--- config.mk ---
export PLATFORM = sky130hd
export DESIGN_NAME = pc_sequencer_flat
export DESIGN_NICKNAME = d
export VERILOG_FILES = /design/src/rtl/pc_sequencer_pkg.sv /design/src/rtl/pc_sequencer_if.sv /design/src/rtl/pc_sequencer_ret_stack.sv /design/src/rtl/pc_sequencer.sv /design/src/flat_wrapper.sv
export SDC_FILE = /design/constraint.sdc
export NUM_CORES = 1
export LEC_CHECK = 0
export CAP_MARGIN = 30
export CORE_MARGIN = 10
export CORE_UTILIZATION = 30
export DETAILED_ROUTE_END_ITERATION = 8
export GPL_TIMING_DRIVEN = 0
export PLACE_DENSITY = 0.55
export SLEW_MARGIN = 20
export SYNTH_ARGS = -nofsm -noshare
export SYNTH_HDL_FRONTEND = slang
export SYNTH_SLANG_ARGS = --single-unit
--- constraint.sdc ---
create_clock -name CLK -period 2.75 [get_ports CLK]
set_input_delay 0.275 -clock CLK [delete_from_list [all_inputs] [get_ports CLK]]
set_output_delay 0.275 -clock CLK [all_outputs]
set_load 0.05 [all_outputs]
--- src/rtl/pc_sequencer_pkg.sv ---
// Shared types and constants for the program-counter sequencer.
// Holds the control-flow class codes and the FSM state encoding.
package pc_sequencer_pkg;

  localparam int unsigned ARG_WIDTH_DEF   = 8;
  localparam int unsigned STACK_DEPTH_DEF = 8;
  localparam int unsigned CF_W            = 3;

  typedef enum logic [CF_W-1:0] {
    CF_NONE = 3'd0,
    CF_JMP  = 3'd1,
    CF_JZ   = 3'd2,
    CF_JNZ  = 3'd3,
    CF_CALL = 3'd4,
    CF_RET  = 3'd5,
    CF_HALT = 3'd6
  } cf_e;

  typedef enum logic [1:0] {
    ST_RUN   = 2'd0,
    ST_HALT  = 2'd1,
    ST_FAULT = 2'd2
  } state_e;

endpackage

--- src/rtl/pc_sequencer_if.sv ---
// Decoder/PC-facing bundle of the sequencer: op inputs in, PC load and status out.
interface pc_sequencer_if
  import pc_sequencer_pkg::*;
#(
  parameter int unsigned ARG_WIDTH   = ARG_WIDTH_DEF,
  parameter int unsigned STACK_DEPTH = STACK_DEPTH_DEF
);
  localparam int unsigned DEPTH_W = $clog2(STACK_DEPTH) + 1;

  logic                 op_valid;
  logic [CF_W-1:0]      op_class;
  logic [ARG_WIDTH-1:0] op_arg;
  logic [ARG_WIDTH-1:0] pc_cur;
  logic                 zero_flag;
  logic                 resume;
  logic                 pc_set;
  logic [ARG_WIDTH-1:0] pc_set_addr;
  logic                 halted;
  logic                 fault;
  logic [DEPTH_W-1:0]   sp_depth;

  modport master (
    output op_valid, op_class, op_arg, pc_cur, zero_flag, resume,
    input  pc_set, pc_set_addr, halted, fault, sp_depth
  );

  modport slave (
    input  op_valid, op_class, op_arg, pc_cur, zero_flag, resume,
    output pc_set, pc_set_addr, halted, fault, sp_depth
  );
endinterface

--- src/rtl/pc_sequencer_ret_stack.sv ---
// Return-address LIFO: registered storage and pointers, combinational top-of-stack.
module pc_sequencer_ret_stack #(
  parameter int unsigned WIDTH = 8,
  parameter int unsigned DEPTH = 8
) (
  input  logic                     CLK,
  input  logic                     RST_N,
  input  logic                     push,
  input  logic                     pop,
  input  logic [WIDTH-1:0]         din,
  output logic [WIDTH-1:0]         top,
  output logic [$clog2(DEPTH):0]   depth,
  output logic                     full,
  output logic                     empty
);
  localparam int unsigned PTR_W = $clog2(DEPTH);
  localparam int unsigned CNT_W = PTR_W + 1;

  logic [WIDTH-1:0] mem_q [DEPTH];
  logic [PTR_W-1:0] ptr_q, ptr_d;
  logic [CNT_W-1:0] cnt_q, cnt_d;

  assign full  = (cnt_q == CNT_W'(DEPTH));
  assign empty = (cnt_q == '0);
  assign depth = cnt_q;
  // ptr_q is the next free slot; wraps modulo DEPTH since DEPTH is a power of two.
  assign top   = mem_q[ptr_q - PTR_W'(1)];

  always_comb begin
    ptr_d = ptr_q;
    cnt_d = cnt_q;
    if (push && !full) begin
      ptr_d = ptr_q + PTR_W'(1);
      cnt_d = cnt_q + CNT_W'(1);
    end else if (pop && !empty) begin
      ptr_d = ptr_q - PTR_W'(1);
      cnt_d = cnt_q - CNT_W'(1);
    end
  end

  always_ff @(posedge CLK) begin
    if (!RST_N) begin
      ptr_q <= '0;
      cnt_q <= '0;
    end else begin
      ptr_q <= ptr_d;
      cnt_q <= cnt_d;
    end
  end

  // Entries are left unreset; the depth count alone defines validity.
  always_ff @(posedge CLK) begin
    if (RST_N && push && !full) mem_q[ptr_q] <= din;
  end

endmodule

--- src/rtl/pc_sequencer.sv ---
// Control-flow controller: drives the PC load port for jumps, call/return,
// halt and reset vectoring, with a RUN/HALT/FAULT state machine.
module pc_sequencer
  import pc_sequencer_pkg::*;
#(
  parameter int unsigned          ARG_WIDTH   = ARG_WIDTH_DEF,
  parameter int unsigned          STACK_DEPTH = STACK_DEPTH_DEF,
  parameter logic [ARG_WIDTH-1:0] RESET_VEC   = '0
) (
  input  logic           CLK,
  input  logic           RST_N,
  pc_sequencer_if.slave  bus
);
  localparam int unsigned DEPTH_W = $clog2(STACK_DEPTH) + 1;

  state_e               state_q, state_d;
  logic                 halted_q, fault_q;
  logic                 push, pop;
  logic                 stk_full, stk_empty;
  logic [ARG_WIDTH-1:0] stk_top;
  logic [DEPTH_W-1:0]   stk_depth;
  logic [ARG_WIDTH-1:0] ret_addr;

  assign ret_addr     = bus.pc_cur + ARG_WIDTH'(1);
  assign bus.halted   = halted_q;
  assign bus.fault    = fault_q;
  assign bus.sp_depth = stk_depth;

  pc_sequencer_ret_stack #(
    .WIDTH (ARG_WIDTH),
    .DEPTH (STACK_DEPTH)
  ) u_ret_stack (
    .CLK   (CLK),
    .RST_N (RST_N),
    .push  (push),
    .pop   (pop),
    .din   (ret_addr),
    .top   (stk_top),
    .depth (stk_depth),
    .full  (stk_full),
    .empty (stk_empty)
  );

  always_ff @(posedge CLK) begin
    if (!RST_N) begin
      state_q  <= ST_RUN;
      halted_q <= 1'b0;
      fault_q  <= 1'b0;
    end else begin
      state_q  <= state_d;
      halted_q <= (state_d == ST_HALT);
      fault_q  <= (state_d == ST_FAULT);
    end
  end

  // Next state and PC load; holding the PC means loading pc_cur.
  always_comb begin
    state_d         = state_q;
    bus.pc_set      = 1'b0;
    bus.pc_set_addr = bus.pc_cur;
    push            = 1'b0;
    pop             = 1'b0;
    if (!RST_N) begin
      bus.pc_set      = 1'b1;
      bus.pc_set_addr = RESET_VEC;
      state_d         = ST_RUN;
    end else begin
      case (state_q)
        ST_RUN: begin
          if (bus.op_valid) begin
            case (cf_e'(bus.op_class))
              CF_JMP: begin
                bus.pc_set      = 1'b1;
                bus.pc_set_addr = bus.op_arg;
              end
              CF_JZ, CF_JNZ: begin
                if (bus.zero_flag == (cf_e'(bus.op_class) == CF_JZ)) begin
                  bus.pc_set      = 1'b1;
                  bus.pc_set_addr = bus.op_arg;
                end
              end
              CF_CALL: begin
                bus.pc_set = 1'b1;
                if (!stk_full) begin
                  push            = 1'b1;
                  bus.pc_set_addr = bus.op_arg;
                end else begin
                  state_d = ST_FAULT;
                end
              end
              CF_RET: begin
                bus.pc_set = 1'b1;
                if (!stk_empty) begin
                  pop             = 1'b1;
                  bus.pc_set_addr = stk_top;
                end else begin
                  state_d = ST_FAULT;
                end
              end
              CF_HALT: begin
                bus.pc_set = 1'b1;
                state_d    = ST_HALT;
              end
              default: ;
            endcase
          end
        end
        ST_HALT: begin
          if (bus.resume) state_d = ST_RUN;
          else            bus.pc_set = 1'b1;
        end
        ST_FAULT: bus.pc_set = 1'b1;
        default: begin
          bus.pc_set = 1'b1;
          state_d    = ST_FAULT;
        end
      endcase
    end
  end

endmodule

--- src/flat_wrapper.sv ---
// flat-port wrapper written by rule: the top's interface ports become plain ports
module pc_sequencer_flat import pc_sequencer_pkg::*;
#(
  parameter int unsigned          ARG_WIDTH   = ARG_WIDTH_DEF,
  parameter int unsigned          STACK_DEPTH = STACK_DEPTH_DEF,
  parameter logic [ARG_WIDTH-1:0] RESET_VEC   = '0
)
  (CLK, RST_N, bus_op_valid, bus_op_class, bus_op_arg, bus_pc_cur, bus_zero_flag, bus_resume, bus_pc_set, bus_pc_set_addr, bus_halted, bus_fault, bus_sp_depth);
  pc_sequencer_if #(.ARG_WIDTH(ARG_WIDTH), .STACK_DEPTH(STACK_DEPTH)) bus_i ();
  input  logic CLK;
  input  logic RST_N;
  input wire logic [$bits(bus_i.op_valid)-1:0] bus_op_valid;
  input wire logic [$bits(bus_i.op_class)-1:0] bus_op_class;
  input wire logic [$bits(bus_i.op_arg)-1:0] bus_op_arg;
  input wire logic [$bits(bus_i.pc_cur)-1:0] bus_pc_cur;
  input wire logic [$bits(bus_i.zero_flag)-1:0] bus_zero_flag;
  input wire logic [$bits(bus_i.resume)-1:0] bus_resume;
  output wire logic [$bits(bus_i.pc_set)-1:0] bus_pc_set;
  output wire logic [$bits(bus_i.pc_set_addr)-1:0] bus_pc_set_addr;
  output wire logic [$bits(bus_i.halted)-1:0] bus_halted;
  output wire logic [$bits(bus_i.fault)-1:0] bus_fault;
  output wire logic [$bits(bus_i.sp_depth)-1:0] bus_sp_depth;
  assign bus_i.op_valid = bus_op_valid;
  assign bus_i.op_class = bus_op_class;
  assign bus_i.op_arg = bus_op_arg;
  assign bus_i.pc_cur = bus_pc_cur;
  assign bus_i.zero_flag = bus_zero_flag;
  assign bus_i.resume = bus_resume;
  assign bus_pc_set = bus_i.pc_set;
  assign bus_pc_set_addr = bus_i.pc_set_addr;
  assign bus_halted = bus_i.halted;
  assign bus_fault = bus_i.fault;
  assign bus_sp_depth = bus_i.sp_depth;
  pc_sequencer #(.ARG_WIDTH(ARG_WIDTH), .STACK_DEPTH(STACK_DEPTH), .RESET_VEC(RESET_VEC)) u_core (.CLK(CLK), .RST_N(RST_N), .bus(bus_i));
endmodule
Word-level counts from Yosys, hierarchy flattened --
Memories as Yosys holds them, arrays and structs flattened. Cells that the tools add are included.
Word-level totals: word-level logic and storage cells 70, input port bits 24, register bits after elaboration 11, RAM bits 64, memories kept 1
Operators by class: reductions and logical operators 11, equal/unequal tests 12, muxes and demuxes 36, add/subtract/negate cells 5
Memories:
- u_core.u_ret_stack.mem_q | depth 8, width 8, rd ports 1, clocked after memory_dff 0, write ports 1, line pc_sequencer_ret_stack.sv:19 | logic [WIDTH-1:0] mem_q [DEPTH];
Operators by type and width (count):
- $mux 8 | 6
- $pmux 8 s4 | 1
- $mux 1 | 16
- $pmux 2 s3 | 2
- $mux 2 | 5
- $eq 3x3->1 const B | 3
- $add 8x1->8 const B | 1
- $mux 4 | 2
- $eq 3x2->1 const B | 2
- $mux 3 | 2
- $add 4x1->4 const B | 1
- $eq 2x1->1 const B | 2
- $eq 2x2->1 const B | 2
- $eq 4x4->1 const B | 1
- $logic_and 1x1->1 | 4
- $logic_not 4->1 | 1
- $pmux 1 s2 | 2
- $reduce_or 4->1 | 1
- $sub 4x1->4 const B | 1
- $add 3x1->3 const B | 1
- $eq 3x1->1 const B | 1
- $sub 3x1->3 const B | 1
- $logic_not 1->1 | 2
- $logic_not 2->1 | 1
- 3 further kinds | 3

Logic depth before layout (Yosys ltp) --
Gate-level depths: netlist (run 1).
word-level depth 10, mapped depth 10

By module --
A second synthesis (run 1) with hierarchy kept.
Unflattened totals: cells, all modules 239, area, all modules 3598.5 µm²
By module, submodules not included:
- pc_sequencer_ret_stack | area each 2959.1 µm², cells an instance 167, sequential area each 2062.0 µm², instances 1
- pc_sequencer | area each 639.4 µm², cells an instance 72, sequential area each 80.1 µm², instances 1

Worst setup path before layout (run 1) --
No wires, ideal clock.
path kind reg2out, from register u_core.u_ret_stack.ptr_q[0], to output port bus_pc_set_addr[0], required time 2.475 ns, stages on the path, launching flop included 9, path buffers 1, data arrival time 3.059 ns, setup slack -0.584 ns, path through dfxtp_1 -> clkbuf_1 -> inv_2 -> ha_1 -> xor2_1 -> mux4_2 -> nor2_1 -> nor3_1 -> o21ai_0
Between the ends: longest elaborated chain between the ends 7
RTL lines:
- from (decl) | line pc_sequencer_ret_stack.sv:20 | logic [PTR_W-1:0] ptr_q, ptr_d;
- from (signal assigned) | line pc_sequencer_ret_stack.sv:46 | ptr_q <= ptr_d;
- $sub 3x1->3 | line pc_sequencer_ret_stack.sv:27 | assign top = mem_q[ptr_q - PTR_W'(1)];
- $mem_v2 8x8
- $mux 8 | line pc_sequencer.sv:93 | if (!stk_empty) begin
- $pmux 8 s4 | line pc_sequencer.sv:71 | case (cf_e'(bus.op_class))
- $mux 8 | line pc_sequencer.sv:70 | if (bus.op_valid) begin
- $mux 8 | line pc_sequencer.sv:68 | case (state_q)
- $mux 8 | line pc_sequencer.sv:63 | if (!RST_N) begin
- to (decl) | line flat_wrapper.sv:19 | output wire logic [$bits(bus_i.pc_set_addr)-1:0] bus_pc_set_addr;
No other way between the ends.

Worst setup path after layout (run 1) --
from register u_core.u_ret_stack.ptr_q[0], to output port bus_pc_set_addr[4]
Same word-level chain as after synthesis.

==> qor.yml, run 1 <==
grt_pass1_vias: 2506
place_hpwl_mm: 6.20
ios: 39
yosys.area_share.simple_pct: 10.8
fill_cells: 1108
drt_first_pass_iters: 4
ys_types: 49
vias: 2456
synthXorXnorAreaFrac_pct: 3.14
cts.sinks: 75
synth_top_family_by_area: "multiplexers"
ys.flop_type: "edfxtp_1"
hold_buffers: 0
gr-total-overflow: 0
nets: 365
status: "finished, final reports clean"
syn-cell-area_sq_mm: 0.00363
synthArstFlopShare_pct: 0
insertedDiodeCount: 0
place_ws_ps: -1090
grtUsageMet1_pct: 14.0
clock.fmax_ghz: 0.372
start_util_pct: 30.5
yosys_warnings: 0
setup_viol: 0
wl_per_cell_um: 19.1
met2_usage_pct: 18.7
hp-class: "in -> reg"
fp.coreArea_sq_mm: 0.0119
reg2reg_to: "u_core.u_ret_stack.depth[3]$_SDFFE_PN0P_"
crit_arrival_ps: 2410
final_antenna_net_count: 0
root_buffer: "clkbuf_16"
startpoint: "u_core.u_ret_stack.ptr_q[0]$_SDFFE_PN0P_"
hold_viol_final: 0
die_h_um: 130
worst_pin_slew_ps: 914
grt_start_max_net_pins: 15
synth_compound_area_share_pct: 8.59
rows: 40
synth_fa_ha_area_share_pct: 1.72
crit_fanout: 5
cp_common_cell: "buf_12"
synth_seq_area_share_pct: 59.0
drv_cap: 0
grt_pass1_wl_mm: 14.2
p_leak_nw: 1.65
routed_wl_mm: 9.32
finClkSkew_ps: 8.49
min_period_ps: 2690
finalSetupTns_ps: 0
gr-usage-all-layers_pct: 11.4
netlist_instances: 267
multi_input_area_sq_mm: 0.00160
busiest_layer: "met2"
critPathLaunchType: "flop"
dr.first_iter.drc_count: 150
ys_seq_elements: 75
numCtsBuffers: 9
relSlewSlack_pct: 38.8
reg2reg_depth: 10
syn_to_final_growth_pct: 38.0
post-route-util_pct: 42.0
critPathCapture: "bus_pc_set_addr[4]"
insertion_delay_ps: 330
dieArea_sq_mm: 0.0169
p_per_area_mw_per_mm2: 541
finalWorstSetupSlack_ps: 61.6
place_area_sq_mm: 0.00430
fin_crit_sh_pct: 97.8
slowest_delay_ps: 470
synth_edf_count: 64
slew_viol_final: 0
peakVddDrop_mv: 0.275
portBuffers: 37
antenna_found_initial: 0
stdcell_area_sq_mm: 0.00501
cts.htree.levels: 3
synth.mux.area_fraction_pct: 14.3
grt_util_met3_pct: 2.35
drive_gt1_share_pct: 32.0
cp_cell_sequence: "inv_12, ha_4, buf_12, buf_12, mux2i_1, mux4_2, nor2_2, o21ai_1, nand2_2, buf_8"
rsz0062_at_grt: "yes"
rrSetupSlack_ps: 460
worst_ep_required_time_ps: 2480
postSynthAreaPerCell_sq_um: 13.6
rr_startpoint: "u_core.u_ret_stack.depth[1]$_SDFFE_PN0P_"
end_kind: "primary output"
cts_tree: "yes"
cts_buffer_depth: 2
viasPerCell: 5.03
place_congestion: 0.752
route.detailed.drc: 0
regArea_sq_mm: 0.00215
synth_fp_nets: 296
clkSlewWorstSetupHoldPaths_ps: 60
cp_slowest_cell: "mux4_2"
power_mw: 2.71
die_x_um: 130
crit_type: "reg -> out"
## cell families (layout without fill, tap and decap cells)
| family | Yosys count | after routing |
|---|---|---|
| AOI/OAI and AO/OA | 44 | 44 |
| xor gates and xnor gates | 13 | 13 |
| adders and majority gates | 5 | 5 |
| buffers and inverters | 15 | 89 |
| DFF | 75 | 75 |
| muxes | 42 | 42 |
| and+or+nand+nor | 73 | 73 |
## cells in the mapped netlist (5+ instances only)
master | instances | area (sq um)
nand2_1 | 18 | 67.6
edfxtp_1 | 64 | 1920
nor3_1 | 6 | 30.0
o31ai_1 | 7 | 52.6
ha_1 | 5 | 62.6
xor2_1 | 5 | 43.8
dfxtp_1 | 11 | 220
mux2i_1 | 34 | 340
o21ai_0 | 14 | 70.1
a21boi_0 | 9 | 67.6
buf_2 | 5 | 25.0
mux4_2 | 8 | 180
xnor2_1 | 8 | 70.1
nand3_1 | 7 | 35.0
nor2_1 | 18 | 67.6
## cells in the final DEF, fill, tap and decap left out, drive strengths merged, types with 3 or more instances in the layout
cell	count
inv	5
nor3	6
buf	37
edfxtp	64
mux4	8
nor4	4
nand3	8
o31ai	7
xor2	5
o21ai	14
clkinv	7
nor2	19
a31oi	3
a21boi	9
clkdlybuf4s50	29
mux2i	34
dfxtp	11
nand2	18
xnor2	8
ha	5
clkbuf	11
## worst max-delay path, delay by kind of cell, from the launching register on
kind	cells	cell delay, ps
and+or+nand+nor	2	290
DFF	1	400
muxes	2	540
adders and majority gates	1	300
AOI/OAI and AO/OA	1	90
buffers and inverters	4	450
## through the flow
step                hold WS (ps)  instances
floorplan                    498        267
global placement             528        451
detailed placement           545        458
CTS                          256        486
global route                 265        488
finish                       259        488
## cell type report
cell class              count  share of cell area, %
plain buffers               8                   2.12
clock buffers               9                   4.50
clock inverters             7                   1.05
inverters                   5                  0.674
multi-input cells         177                   31.9
flip-flops and latches     75                   42.9
well taps                 147                   3.67
repair buffers             60                   13.2
## flip-flops by register name, indices dropped and copies added, names as in the netlist
register and flops:
u_core.u_ret_stack.mem_q 64, u_core.u_ret_stack.depth 4, u_core.u_ret_stack.ptr_q 3, u_core.state_q 2
u_core.bus.fault 1, u_core.bus.halted 1
## power by group
part | leakage (nW) | internal (mW) | switching [mW]
logic | 0.848 | 0.172 | 0.208
clock network | 0.137 | 0.615 | 0.464
registers | 0.666 | 1.25 | 0.00630
total | 1.65 | 2.03 | 0.678
## how the worst min path moves through the flow
stage                                                           to  slack, ps  cells after the start                                      from
after floorplan                       u_core.bus.halted$_SDFF_PN0_        500                      1              u_core.state_q[1]$_SDFF_PN0_
after global placement    u_core.u_ret_stack.depth[2]$_SDFFE_PN0P_        530                      2  u_core.u_ret_stack.depth[2]$_SDFFE_PN0P_
after detailed placement  u_core.u_ret_stack.depth[2]$_SDFFE_PN0P_        540                      2  u_core.u_ret_stack.depth[2]$_SDFFE_PN0P_
after CTS                 u_core.u_ret_stack.depth[1]$_SDFFE_PN0P_        260                      3                                     RST_N
after global routing      u_core.u_ret_stack.depth[2]$_SDFFE_PN0P_        260                      3                                     RST_N
final                     u_core.u_ret_stack.depth[2]$_SDFFE_PN0P_        260                      3                                     RST_N
## metal layers
metal	wire length (um)	vias up
met5	0	-
met3	499	10
met4	148	0
li1	-	1177
met2	4500	66
met1	4180	1203
## what timing repair did
action | CTS | global route
pin swaps | 16 | 13
setup endpoints to repair | 8 | 8
gates cloned | 2 | 0
buffers inserted | 10 | 3
gates resized for setup | 107 | 24
(Power assumes the default switching activity.)
==> run 2, diff against run 1 <==
--- a/config.mk
+++ b/config.mk
@@ -14,4 +14,5 @@
 export SLEW_MARGIN = 20
 export SYNTH_ARGS = -nofsm -noshare
 export SYNTH_HDL_FRONTEND = slang
+export SYNTH_HIERARCHICAL = 1
 export SYNTH_SLANG_ARGS = --single-unit
==> run 2 against run 1 <==
The run now ends with setup timing left. Combinational power fell by 24%. Synthesized cell count fell by 10%. Die area fell by 0.70%. Clock-buffer cell count did not move. Clock power rose by 18%. Synthesized area fell by 0.83%. Via count fell by 3.4%. Sequential power barely moved. Worst setup slack got worse by 100 ps. Design area fell by 1.0%. Non-clock buffer count rose by 3. Highest routed layer unchanged.
==> qor.yml, run 2 <==
status: "complete, but fails checks"  # was finished, final reports clean
violations: "setup timing"
place_area_sq_mm: 0.00427  # was 0.00430 sq mm
drt_first_pass_iters: 4  # unchanged
synth_top_cell_area_share_pct: 53.4  # was 53.0%
grt_pass1_wl_mm: 13.3  # was 14.2 mm
synth_edf_count: 64  # unchanged
startpoint: "u_core/u_ret_stack/ptr_q[0]$_SDFFE_PN0P_"  # was u_core.u_ret_stack.ptr_q[0]$_SDFFE_PN0P_
yosysMostFrequentCell: "edfxtp_1"  # unchanged
ios: 39  # unchanged
end_kind: "primary output"  # unchanged
clkSlewWorstSetupHoldPaths_ps: 60  # about the same
crit_type: "reg -> out"  # unchanged
drv_cap: 0  # unchanged
synth_top_area_cell: "edfxtp_1"  # unchanged
synth_fp_nets: 268  # was 296
ys.flop_type: "edfxtp_1"  # unchanged
final_common_cell: "edfxtp_1"  # unchanged
hold_viol_final: 0  # unchanged
finalWorstSetupSlack_ps: -42.5  # was 61.6 ps
final_cell_mix: "64 x edfxtp_1, 26 x clkdlybuf4s50_1, 25 x buf_4"  # was 64 x edfxtp_1, 34 x mux2i_1, 29 x clkdlybuf4s50_1
rows: 39  # was 40
p_per_area_mw_per_mm2: 565  # was 541 mW/mm^2
ys_seq_elements: 75  # unchanged
root_buffer: "clkbuf_16"  # unchanged
netlist_instances: 239  # was 267
clock.fmax_ghz: 0.358  # was 0.372 GHz
insertion_delay_ps: 330  # about the same
regMostFlops: "u_core/u_ret_stack/mem_q"  # was u_core.u_ret_stack.mem_q
place_hpwl_mm: 5.83  # was 6.20 mm
insertedDiodeCount: 0  # unchanged
synth_area_leaders: "edfxtp_1 53%, mux4_2 10%, dfxtp_1 6.1%, mux2_2 2.5%, a221o_2 2.2%"  # was edfxtp_1 53%, mux2i_1 9.4%, dfxtp_1 6.1%, mux4_2 5.0%, o21ai_0 1.9%
min_period_ps: 2790  # was 2690 ps
synthArstFlopShare_pct: 0  # unchanged
wl_per_cell_um: 19.3  # was 19.1 um
place_ws_ps: -1080  # was -1090 ps
min_to: "u_core/state_q[0]$_SDFF_PN0_"  # was u_core.u_ret_stack.depth[2]$_SDFFE_PN0P_
antenna_found_initial: 0  # unchanged
dp.cells: 422  # was 458
ys_types: 54  # was 49
rrSetupSlack_ps: 140  # was 460 ps
routed_wl_mm: 8.85  # was 9.32 mm
worst_pin_slew_ps: 764  # was 914 ps
final_antenna_net_count: 0  # unchanged
fin_hold_ws_ps: 277  # was 259 ps
largest_register_ffs: 64  # unchanged
drive_gt1_share_pct: 42.2  # was 32.0%
critPathLaunchType: "flop"  # unchanged
hp-class: "in -> reg"  # unchanged
worst_ep_required_time_ps: 2480  # about the same
fin_crit_sh_pct: 102  # was 97.8%
grt_pass1_vias: 2274  # was 2506
numCtsBuffers: 9  # unchanged
crit_fanout: 5  # unchanged
synth_seq_area_share_pct: 59.5  # was 59.0%
hold_path_depth: 3  # unchanged
grt_start_max_net_pins: 15  # unchanged
dr.first_iter.drc_count: 168  # was 150
nets: 339  # was 365
p_leak_nw: 1.70  # was 1.65 nW
yosys_warnings: 6  # was 0
setup_viol: 5  # was 0
syn-cell-area_sq_mm: 0.00360  # was 0.00363 sq mm
die_h_um: 130  # about the same
gr-total-overflow: 0  # unchanged
fin_cells: 458  # was 488
portBuffers: 35  # was 37
hold_buffers: 0  # unchanged
route.detailed.drc: 0  # unchanged
crit_arrival_ps: 2520  # was 2410 ps
peakVddDrop_mv: 0.311  # was 0.275 mV
place_congestion: 0.764  # was 0.752
slew_viol_final: 0  # unchanged
die_x_um: 130  # about the same
postSynthAreaPerCell_sq_um: 15.1  # was 13.6 sq um
relSlewSlack_pct: 48.7  # was 38.8%
cts_buffer_depth: 2  # unchanged
fp.coreArea_sq_mm: 0.0116  # was 0.0119 sq mm
syn_to_final_growth_pct: 37.8  # was 38.0%
viasPerCell: 5.18  # was 5.03
cts.htree.levels: 3  # unchanged
post-route-util_pct: 42.9  # was 42.0%
power_mw: 2.80  # was 2.71 mW
cts_tree: "yes"  # unchanged
dieArea_sq_mm: 0.0168  # was 0.0169 sq mm
cts.sinks: 75  # unchanged
start_util_pct: 31.1  # was 30.5%
vias: 2372  # was 2456
rsz0062_at_grt: "yes"  # unchanged
reg2reg_to: "u_core/u_ret_stack/depth[3]$_SDFFE_PN0P_"  # was u_core.u_ret_stack.depth[3]$_SDFFE_PN0P_
finalSetupTns_ps: -54.7  # was 0 ps
rr_startpoint: "u_core/u_ret_stack/depth[3]$_SDFFE_PN0P_"  # was u_core.u_ret_stack.depth[1]$_SDFFE_PN0P_
gr-usage-all-layers_pct: 10.5  # was 11.4%
finClkSkew_ps: 7.19  # was 8.49 ps
synth_common_cells: "64 x edfxtp_1, 16 x mux4_2, 11 x dfxtp_1, 11 x nor2_1, 9 x nand2_1"  # was 64 x edfxtp_1, 34 x mux2i_1, 18 x nand2_1, 18 x nor2_1, 14 x o21ai_0
reg2reg_depth: 12  # was 10
min_from: "bus_op_class[1]"  # was RST_N
stdcell_area_sq_mm: 0.00496  # was 0.00501 sq mm
[run 2: cell count changes after synthesis, moves of 6 or more]
cell      change
a21boi_0      -9
a221o_2       +7
and2_1        +7
mux2_2        +8
mux2i_1      -32
mux4_2        +8
nand2_1       -9
nor2_1        -7
o21ai_0      -10
o31ai_1       -6
[run 2: critical path, cell delays in order (launching register included)]
cell and delay, ps:
dfxtp_2 360, buf_6 110, inv_4 40, ha_4 300
clkbuf_16 160, mux4_2 310, mux2_4 300, and2_4 140
a221o_2 310, buf_8 160
[run 2: what timing repair did]
item / 4_1_cts / 5_1_grt
endpoints found under the setup margin: 54 / 16
pin swaps: 1 / 6
buffers inserted: 6 / 16
hold endpoints to repair: 0 / 0
gates resized for setup: 80 / 23
cloned: 1 / 0
[run 2: report_power, final]
| group | switching (mW) | internal (mW) | leakage [nW] |
|---|---|---|---|
| logic | 0.164 | 0.124 | 0.866 |
| registers | 0.00390 | 1.24 | 0.669 |
| clock network | 0.464 | 0.803 | 0.162 |
[run 2: how the worst max path moves through the flow]
stage | endpoint
after CTS | bus_pc_set_addr[4]
after floorplan | bus_pc_set_addr[0]
after global placement | u_core/u_ret_stack/mem_q[6][0]$_DFFE_PP_
after global routing | bus_pc_set_addr[4]
after detailed placement | bus_pc_set_addr[4]
final | bus_pc_set_addr[4]
[run 2: area by class of cell]
type                    count  area [sq um]
fillers                  1032          6610
clock inverters             7          98.8
clock buffers               9           225
repair buffers             63           607
flip-flops and latches     75          2160
inverters                   8          41.3
well taps                 143           179
multi-input cells         145          1560
plain buffers               8          82.6
[run 2: metal layers]
| layer | share of wire [%] | global-route usage (%) | vias to the layer above |
|---|---|---|---|
| li1 | - | - | 1098 |
| met1 | 48 | 14.3 | 1182 |
| met2 | 43 | 15.2 | 84 |
| met3 | 8.7 | 4.45 | 8 |
| met4 | 0.62 | 2.58 | 0 |
| met5 | 0 | 0 | - |
[run 2: kinds of logic (layout without fill, tap and decap cells)]
| kind of cell | after synthesis | count (layout) | synth area share (%) |
|---|---|---|---|
| buffers and inverters | 19 | 95 | 2.85 |
| AO/OA/AOI/OAI | 37 | 37 | 8.69 |
| XOR/XNOR | 9 | 9 | 2.19 |
| multiplexers | 26 | 26 | 13.1 |
| flip-flops | 75 | 75 | 59.5 |
| AND/OR/NAND/NOR | 68 | 68 | 11.9 |
| adder cells (fa/ha/maj) | 5 | 5 | 1.74 |
==> run 3, diff against run 2 <==
--- a/config.mk
+++ b/config.mk
@@ -6,11 +6,12 @@
 export NUM_CORES = 1
 export LEC_CHECK = 0
 export CAP_MARGIN = 30
-export CORE_MARGIN = 10
+export CORE_MARGIN = 2
 export CORE_UTILIZATION = 30
 export DETAILED_ROUTE_END_ITERATION = 8
 export GPL_TIMING_DRIVEN = 0
 export PLACE_DENSITY = 0.55
+export REMOVE_ABC_BUFFERS = 1
 export SLEW_MARGIN = 20
 export SYNTH_ARGS = -nofsm -noshare
 export SYNTH_HDL_FRONTEND = slang
==> run 3 against run 2 <==
The flow now finishes without violations. Via count is 3.4% lower. First-iteration DRC count increased by 17%. Sequential cell count stayed put. Clock power hardly changed.
==> qor.yml, run 3 (synthesis gave the netlist of run 2 again) <==
status: "finished, final reports clean"  # was complete, but fails checks
place_hpwl_mm: 5.48  # was 5.83 mm
worst_pin_slew_ps: 631  # was 764 ps
die_x_um: 114  # was 130 um
finalSetupTns_ps: 0  # was -54.7 ps
drv_cap: 0  # unchanged
hold_buffers: 0  # unchanged
cts_tree: "yes"  # unchanged
start_util_pct: 30.3  # was 31.1%
fill_cells: 1033  # was 1032
cts.sinks: 75  # unchanged
insertedDiodeCount: 0  # unchanged
syn_to_final_growth_pct: 35.0  # was 37.8%
rows: 40  # was 39
cts.htree.levels: 3  # unchanged
wl_met3_um: 404  # was 773 um
finClkSkew_ps: 5.81  # was 7.19 ps
p_int_mw: 2.16  # was 2.17 mW
worst_ep_required_time_ps: 2480  # about the same
setup_viol: 0  # was 5
hp-class: "in -> reg"  # unchanged
grt_start_max_net_pins: 18  # was 15
route.detailed.drc: 0  # unchanged
viasPerCell: 5.05  # was 5.18
clock.fmax_ghz: 0.369  # was 0.358 GHz
regMostFlops: "u_core/u_ret_stack/mem_q"  # unchanged
portBuffers: 38  # was 35
insertion_delay_ps: 340  # was 330 ps
p_leak_nw: 1.64  # was 1.70 nW
p_per_area_mw_per_mm2: 569  # was 565 mW/mm^2
final_common_cell: "edfxtp_1"  # unchanged
drt_first_pass_iters: 4  # unchanged
hold_viol_final: 0  # unchanged
largest_register_ffs: 64  # unchanged
relSlewSlack_pct: 57.9  # was 48.7%
netSwitchingFraction_pct: 21.9  # was 22.6%
root_buffer: "clkbuf_16"  # unchanged
die_h_um: 114  # was 130 um
antenna_found_initial: 0  # unchanged
pwr-share-seq_pct: 45.1  # was 44.4%
fin_hold_ws_ps: 410  # was 277 ps
vias: 2292  # was 2372
finalWorstSetupSlack_ps: 41.9  # was -42.5 ps
fp.coreArea_sq_mm: 0.0119  # was 0.0116 sq mm
grt_pass1_vias: 2317  # was 2274
topRoutingLayerUsed: "met4"  # unchanged
wl_met2_mm: 4.36  # was 3.81 mm
grt_pass1_wl_mm: 13.0  # was 13.3 mm
ios: 39  # unchanged
stdcell_area_sq_mm: 0.00486  # was 0.00496 sq mm
end_kind: "primary output"  # unchanged
dr.first_iter.drc_count: 196  # was 168
nets: 331  # was 339
place_congestion: 0.769  # was 0.764
slew_viol_final: 0  # unchanged
wl_per_cell_um: 18.1  # was 19.3 um
peakVddDrop_mv: 0.253  # was 0.311 mV
gr-usage-all-layers_pct: 13.6  # was 10.5%
cts_buffer_depth: 2  # unchanged
gr-total-overflow: 0  # unchanged
routed_wl_mm: 8.23  # was 8.85 mm
clkSlewWorstSetupHoldPaths_ps: 60  # about the same
clkPwrFrac_pct: 44.9  # was 45.3%
place_ws_ps: -1560  # was -1080 ps
post-route-util_pct: 41.0  # was 42.9%
numCtsBuffers: 9  # unchanged
drive_gt1_share_pct: 39.4  # was 42.2%
critPathLaunchType: "flop"  # unchanged
min_period_ps: 2710  # was 2790 ps
place_area_sq_mm: 0.00419  # was 0.00427 sq mm
crit_arrival_ps: 2430  # was 2520 ps
rsz0062_at_grt: "yes"  # unchanged
p_sw_mw: 0.606  # was 0.632 mW
dieArea_sq_mm: 0.0129  # was 0.0168 sq mm
final_cell_mix: "64 x edfxtp_1, 28 x clkdlybuf4s50_1, 16 x mux4_2"  # was 64 x edfxtp_1, 26 x clkdlybuf4s50_1, 25 x buf_4
wl_met1_mm: 3.36  # was 4.21 mm
final_antenna_net_count: 0  # unchanged
crit_type: "reg -> out"  # unchanged
fin_crit_sh_pct: 98.5  # was 102%
crit_fanout: 6  # was 5
combPwrFrac_pct: 10.0  # was 10.3%
## run 3: changes by cell type in the layout (fill, tap and decap cells not counted), sizes merged, moves of 2 or more
cell,change
inv,-2
clkdlybuf4s50,+2
buf,-7
clkbuf,-2
## run 3: final cells by class
type,count,area (sq um),share of cell area [%]
Multi-Input combinational cell,145,1530,31.4
Clock buffer,10,229,4.71
Sequential cell,75,2160,44.4
Timing Repair Buffer,63,636,13.1
Clock inverter,6,90.1,1.85
Inverter,8,33.8,0.695
Tap cell,147,184,3.79
## run 3: final timing paths
check,from,end,slack [ps],cells past startpoint
max,u_core/u_ret_stack/ptr_q[1]$_SDFFE_PN0P_,bus_pc_set_addr[1],40,8
min,RST_N,u_core/bus.fault$_SDFF_PN0_,410,2
max reg2reg,u_core/u_ret_stack/depth[1]$_SDFFE_PN0P_,u_core/u_ret_stack/mem_q[1][5]$_DFFE_PP_,150,11
min reg2reg,u_core/state_q[1]$_SDFF_PN0_,u_core/bus.fault$_SDFF_PN0_,520,1
## run 3: power groups by stage
stage	sequential [mW]	combinational, mW	clock (mW)
after global placement	1.28	0.242	0
after CTS	1.25	0.263	1.27
final	1.25	0.277	1.24
after floorplan	1.28	0.138	0
after detailed placement	1.28	0.247	0
after global routing	1.25	0.297	1.31
## run 3: through the flow
step / instances / total power [mW]
after global routing: 454 / 2.86
after detailed placement: 423 / 1.52
after CTS: 451 / 2.78
after floorplan: 228 / 1.42
after global placement: 413 / 1.52
final: 454 / 2.76
## run 3: what timing repair did
| item | CTS | global route |
|---|---|---|
| cloned | 0 | 0 |
| pin swaps | 2 | 2 |
| buffers inserted | 12 | 3 |
| gates resized for setup | 80 | 26 |
| endpoints found under the setup margin | 77 | 56 |
## run 3: critical path, cell delays in order (launching register included)
cell and delay [ps]:
dfxtp_4 360, clkinvlp_4 110, ha_4 330, buf_12 130, mux4_2 290, mux2_2 290
and2_1 140, a221o_2 300, buf_6 160
## run 3: layer usage
metal  track usage [%]  up-vias
li1                  -     1078
met5                 0        -
met1              16.6     1148
met4              4.96        0
met3              3.45        6
met2              23.5       60
